--- config.mk ---
export PLATFORM = sky130hd
export DESIGN_NAME = register_file_mp
export DESIGN_NICKNAME = d
export VERILOG_FILES = /design/src/rtl/cotm32_pkg.sv /design/src/rtl/register_file_mp.sv
export SDC_FILE = /design/constraint.sdc
export NUM_CORES = 2
export LEC_CHECK = 0
export ABC_AREA = 1
export CELL_PAD_IN_SITES_DETAIL_PLACEMENT = 0
export CELL_PAD_IN_SITES_GLOBAL_PLACEMENT = 1
export CORE_UTILIZATION = 30
export CTS_CLUSTER_DIAMETER = 200
export DETAILED_ROUTE_END_ITERATION = 7
export HOLD_SLACK_MARGIN = 0.03
export PLACE_DENSITY_LB_ADDON = 0.12
export SLEW_MARGIN = 40
export SYNTH_ARGS = -nofsm -noshare
export SYNTH_HDL_FRONTEND = slang
export SYNTH_SLANG_ARGS = --single-unit
--- constraint.sdc ---
create_clock -name i_clk -period 73.6 [get_ports i_clk]
set_input_delay 14.72 -clock i_clk [delete_from_list [all_inputs] [get_ports i_clk]]
set_output_delay 14.72 -clock i_clk [all_outputs]
set_load 0.01 [all_outputs]
--- src/rtl/cotm32_pkg.sv ---
// Core-wide constants shared by the cotm32 datapath blocks.
package cotm32_pkg;
    localparam int XLEN     = 32;
    localparam int NUM_REGS = 32;
endpackage

--- src/rtl/register_file_mp.sv ---
// Multi-ported integer register file with optional write-to-read bypass and busy scoreboard.
// x0 is hardwired to zero and never busy; higher write-port index wins on address clash.
module register_file_mp
    import cotm32_pkg::*;
#(
    parameter int N_RPORTS = 2,
    parameter int N_WPORTS = 1,
    parameter int N_REGS   = NUM_REGS,
    parameter int BYPASS   = 1
) (
    input  logic                                     i_clk,
    input  logic                                     i_rst,
    input  logic [N_WPORTS-1:0]                      i_we,
    input  logic [N_WPORTS-1:0][$clog2(N_REGS)-1:0]  i_waddr,
    input  logic [N_WPORTS-1:0][XLEN-1:0]            i_wdata,
    input  logic                                     i_claim,
    input  logic [$clog2(N_REGS)-1:0]                i_claim_addr,
    input  logic [N_RPORTS-1:0][$clog2(N_REGS)-1:0]  i_raddr,
    output logic [N_RPORTS-1:0][XLEN-1:0]            o_rdata,
    output logic [N_RPORTS-1:0]                      o_busy
);
    localparam int AW = $clog2(N_REGS);

    logic [XLEN-1:0]   r_regs [N_REGS];
    logic [N_REGS-1:0] r_busy;

    logic              w_hit;
    logic              w_claim_hit;
    logic [XLEN-1:0]   w_fwd;

    // Writes are applied in ascending port order so the highest index lands last;
    // the claim is applied after the writes so a new producer keeps the register busy.
    always_ff @(posedge i_clk or posedge i_rst) begin
        if (i_rst) begin
            for (int unsigned k = 0; k < N_REGS; k++) begin
                r_regs[k] <= '0;
            end
            r_busy <= '0;
        end else begin
            for (int unsigned p = 0; p < N_WPORTS; p++) begin
                if (i_we[p] && (i_waddr[p] != '0)) begin
                    r_regs[i_waddr[p]] <= i_wdata[p];
                    r_busy[i_waddr[p]] <= 1'b0;
                end
            end
            if (i_claim && (i_claim_addr != '0)) begin
                r_busy[i_claim_addr] <= 1'b1;
            end
        end
    end

    always_comb begin
        o_rdata     = '0;
        o_busy      = '0;
        w_hit       = 1'b0;
        w_claim_hit = 1'b0;
        w_fwd       = '0;
        for (int unsigned r = 0; r < N_RPORTS; r++) begin
            w_hit       = 1'b0;
            w_fwd       = '0;
            w_claim_hit = i_claim && (i_claim_addr == i_raddr[r]);
            for (int unsigned p = 0; p < N_WPORTS; p++) begin
                if (i_we[p] && (i_waddr[p] == i_raddr[r])) begin
                    w_hit = 1'b1;
                    w_fwd = i_wdata[p];
                end
            end
            // Outputs are forced quiet during reset, which also masks bypassed write data.
            if (i_rst || (i_raddr[r] == AW'(0))) begin
                o_rdata[r] = '0;
                o_busy[r]  = 1'b0;
            end else begin
                if ((BYPASS != 0) && w_hit) begin
                    o_rdata[r] = w_fwd;
                end else begin
                    o_rdata[r] = r_regs[i_raddr[r]];
                end
                o_busy[r] = r_busy[i_raddr[r]] && !((BYPASS != 0) && w_hit && !w_claim_hit);
            end
        end
    end

endmodule
* Word-level counts from Yosys, hierarchy flattened
Cells that the tools add are included.
** Word-level totals
- Input port bits :: 56
- Output and inout port bits :: 66
- Memory bits (writable) :: 0
- Latch bits :: 0
- Register bits after elaboration :: 1056
- Bits in read-only memories :: 0
- Memories :: 0
- Logic and storage cells :: 105
** Cells by class
- Bitwise logic cells :: 6
- Eq/ne operators :: 4
- Shift-type cells :: 0
- $add $sub $neg :: 0
- Divide/modulo/power cells :: 0
- $mul :: 0
- Mux-type cells :: 29
- Reduce and logical (&&, ||, !) cells :: 23
- Magnitude comparators :: 10
** Operator list (number)
- 1024-bit bitwise mux :: 1
- 32-bit two-way mux :: 13
- 32-bit binary-select mux with 5-bit select :: 2
- 32-bit demux with 5-bit select :: 1
- 32-bit AND :: 1
- 32-bit inverter :: 1
- 32-bit OR :: 1
- 5-bit by 6-bit less-than comparator with 1-bit output, second input constant :: 4
- 5-bit == test :: 4
- 6-bit greater-or-equal comparator, second input constant :: 3
- 5-bit inverter with 6-bit output :: 3
- 1-bit logical AND :: 13
- 1-bit binary-select mux with 5-bit select :: 2
- 1-bit demux with 5-bit select :: 2
- 5-bit by 1-bit greater-or-equal comparator with 1-bit output, second input constant :: 2
- 5-bit logical NOT :: 2
- 5-bit nonzero test :: 2
- 1-bit two-way mux :: 8
- 6-bit by 1-bit less-than comparator with 1-bit output, second input constant :: 1
- 1-bit logical NOT :: 4
- 1-bit logical OR :: 2

* Logic depth before layout (Yosys ltp)
- Depth in word-level cells :: 9
- Depth in mapped cells :: 12

* Worst setup path before layout
No wires, ideal clock.
- Path kind :: in2out
- Start point :: input port i_rst
- End point :: output port o_rdata[38] (netlist name)
- Stages on the path :: 6
- Arrival :: 40.406 ns
- Required time :: 58.880 ns
- Setup slack :: 18.474 ns
- Cell sequence :: inv_1 o21ai_0 inv_1 clkbuf_1 o21ai_0 a21oi_1
** RTL lines
- start, declared :: line register_file_mp.sv:12 : input logic i_rst,
- end, declared :: line register_file_mp.sv:19 : output logic [N_RPORTS-1:0][XLEN-1:0] o_rdata,

==> out/metrics.cfg <==
[worst_setup_path]
arrival_ps=19130
crit_top_cell=nand3_1
endpoint_kind=primary output
worstPathMaxFanout=109
critPathKind=in -> out
cp-start-kind=input pin
crit_path_max_incr_delay_ps=690
worstPathRequired_ps=58880
reg2reg_from=r_regs[560]
crit_path_cell_trace=buf_8, buf_12, buf_12, buf_4, or2_2, nand3_1, nand3_1, nand3_1, nand3_1, nand2_1, a21oi_1, clkdlybuf4s50_1
startpoint=i_raddr[5]
cpMaxStageDelayCell=a21oi_1

[logic_synthesis]
synth_cell_types=31
synth_flop_cell=dfrtp_1
seq_area_frac_synth=0.429
synth_top_family_by_area=simple AND/OR/NAND/NOR gates
synthXorXnorAreaFrac=0.000711
syn_inst=9103
ys_warn_count=0
synth_simple_gate_area_frac=0.305
avgSynthCellArea_um2=6.76
syn-num-nets=9159
synth_edf_count=0
synth_compound_area_frac=0.152
synth-seq-cells=1056
synth_fa_ha_area_frac=0
syn-cell-area_um2=61600
async_reset_ff_frac=1.00
synth_mux_area_frac=0

[timing]
clock.fmax_mhz=29.5
hold_viol_final=0
min_period_over_period=0.460
period_needed_ps=33850
finClkSkew_ps=0
slew_headroom=0.381
rsz0062_at_grt=false
finalWorstSetupSlack_ps=39750
worstMarginPinSlew_ps=926
setup_tns_ps=0
setup_violations=0
report.final.slew_viol_count=0

[routing]
post-route-drc-count=0
dr.pass1.iters=5
via_per_inst=5.28
post_drt_wl_per_cell_um=26.8
dr.first_iter.drc_count=6599
routed_wl_um=310000
via_count=60900
antenna_left=0

[grt]
grt_pass1_vias=57600
antenna_found_initial=13
grt.total_usage=0.297
grt_max_degree=151
grt_pass1_wl_um=442000
gr-total-overflow=0

[layout]
nets=8816
fillers=21800
final_core_util=0.342
area_delta_synth_final_pct=12.9
layout-drive-gt1-share=0.0596
layout.cells.non_filler=11500

[cts]
cts_tree=built
clkTransAtPathRegs_ps=60
clock_latency_ps=800
cts_inserted_buffers=142
postCtsSetupBuffers=0
root_buffer=clkbuf_16
clock-sinks=1056
cts_max_level=4
cts.path.max_buffers=3
cts_resized=0
hold_buffers=0

[pwr]
p_comb_frac=0.217
pwr-share-seq=0.407
netSwitchingFraction=0.336
p_sw_w=0.000636
peakVddDrop_v=0.0000251
power_density_nw_per_um2=27.3
clockPowerShare=0.375
p_leak_nw=31.9
p_int_w=0.00126

[run_status]
status=finished clean

[floorplan]
die_area_um2=207000
ios=122
initial_utilization=0.303
die_width_um=455
die_h_um=455
row_count=165
core-area_um2=203000

[placed_design]
place_ws_ps=39690
dp_hpwl_um=175000
port_buffers=121
dp.cells=11300
gp_congestion=0.830

[job]
drv_cap=0

[min_path]
hold_class=reg -> reg
min_from=r_regs[1015]

## cell usage in the layout (no fill, tap or decap), drive strengths merged
cell and instances:
xnor2 4, a31oi 1, or2 47, clkdlybuf4s50 111, o31ai 3, a21oi 363
nand3 1222, diode 10, clkbuf 218, inv 949, o211ai 158, buf 185
nand4 12, xor2 1, nor3 6, o32ai 2, dfrtp 1056, bufinv 4
clkinvlp 4, nor2 227, o22ai 10, nand2 3003, clkinv 28, o21ai 1252
## area by class of cell
type | count | area [µm²] | area share
Inverter | 951 | 3630 | 0.0523
Clock buffer | 216 | 4350 | 0.0627
Sequential cell | 1056 | 26400 | 0.380
Tap cell | 2672 | 3340 | 0.0481
Timing Repair Buffer | 298 | 3030 | 0.0436
Antenna cell | 10 | 25.0 | 0.000360
Clock inverter | 34 | 303 | 0.00436
Multi-Input combinational cell | 6311 | 28400 | 0.408
## worst max-delay path, delay by kind of cell
kind            cells  cell delay [ps]
buf+inv             5             2580
compound gates      1              690
simple gates        6              750
## metrics by stage
step / hold WS, ps / cell area (µm²) / power, W
3_5_place_dp: 381 / 64700 / 0.00119
2_1_floorplan: 443 / 61600 / 0.00105
3_3_place_gp: 378 / 64300 / 0.00118
6_report: 393 / 69500 / 0.00190
4_1_cts: 394 / 69400 / 0.00191
5_1_grt: 399 / 69500 / 0.00200
## sequential cells by signal, summed over array words and instances (netlist names)
| register | flops |
|---|---|
| r_busy | 32 |
| r_regs | 1024 |
## cell families after synthesis
| logic type | Yosys count |
|---|---|
| buffers and inverters | 1736 |
| DFF | 1056 |
| AOI/OAI and AO/OA | 1789 |
| and+or+nand+nor | 4517 |
| xor gates and xnor gates | 5 |
## per-layer routing
layer	vias to the layer above	wire length [µm]	share of wire	global-route usage
met1	29900	135000	0.44	0.400
met3	427	18600	0.060	0.0382
met5	-	14	0.000045	0
met2	2226	144000	0.47	0.487
met4	2	11800	0.038	0.107
li1	28400	-	-	-
## cells in the mapped netlist (2+ instances only)
cell type  count  area [µm²]
inv_1        924        3470
o211ai_1     158        1190
nand3_1     1221        6110
o21ai_0     1163        5820
xnor2_1        4        35.0
clkbuf_1     382        1430
nor2_4         8        90.1
nor2_2        10        62.6
o21ai_1       89         445
o22ai_1       10        62.6
nor2_1       209         785
nand4_1       12        75.1
buf_4          9        67.6
or2_2         47         294
nand2_1     3001       11300
a21oi_1      363        1820
o32ai_1        2        17.5
nor3_1         3        15.0
buf_2        306        1530
nor3_4         2        32.5
inv_2         26        97.6
buf_1         88         330
o31ai_1        3        22.5
dfrtp_1     1056       26400
## final timing paths
kind	endpoint	slack, ps	cells past startpoint
min	r_regs[1015]	390	0
min in group asynchronous	r_regs[620]	14310	2
min reg2reg	r_regs[1015]	390	0
max	o_rdata[47]	39750	12
max reg2reg	r_regs[560]	72820	2
max in group asynchronous	r_busy[27]	55960	6
## power by group through the flow
| stage | sequential, W | clock (W) | combinational, W |
|---|---|---|---|
| final | 0.000772 | 0.000712 | 0.000412 |
| after detailed placement | 0.000779 | 0 | 0.000409 |
| after global routing | 0.000786 | 0.000747 | 0.000468 |
| after CTS | 0.000770 | 0.000725 | 0.000411 |
| after floorplan | 0.000768 | 0 | 0.000285 |
| after global placement | 0.000777 | 0 | 0.000405 |
Note: power is estimated with default switching activity, not from simulation.
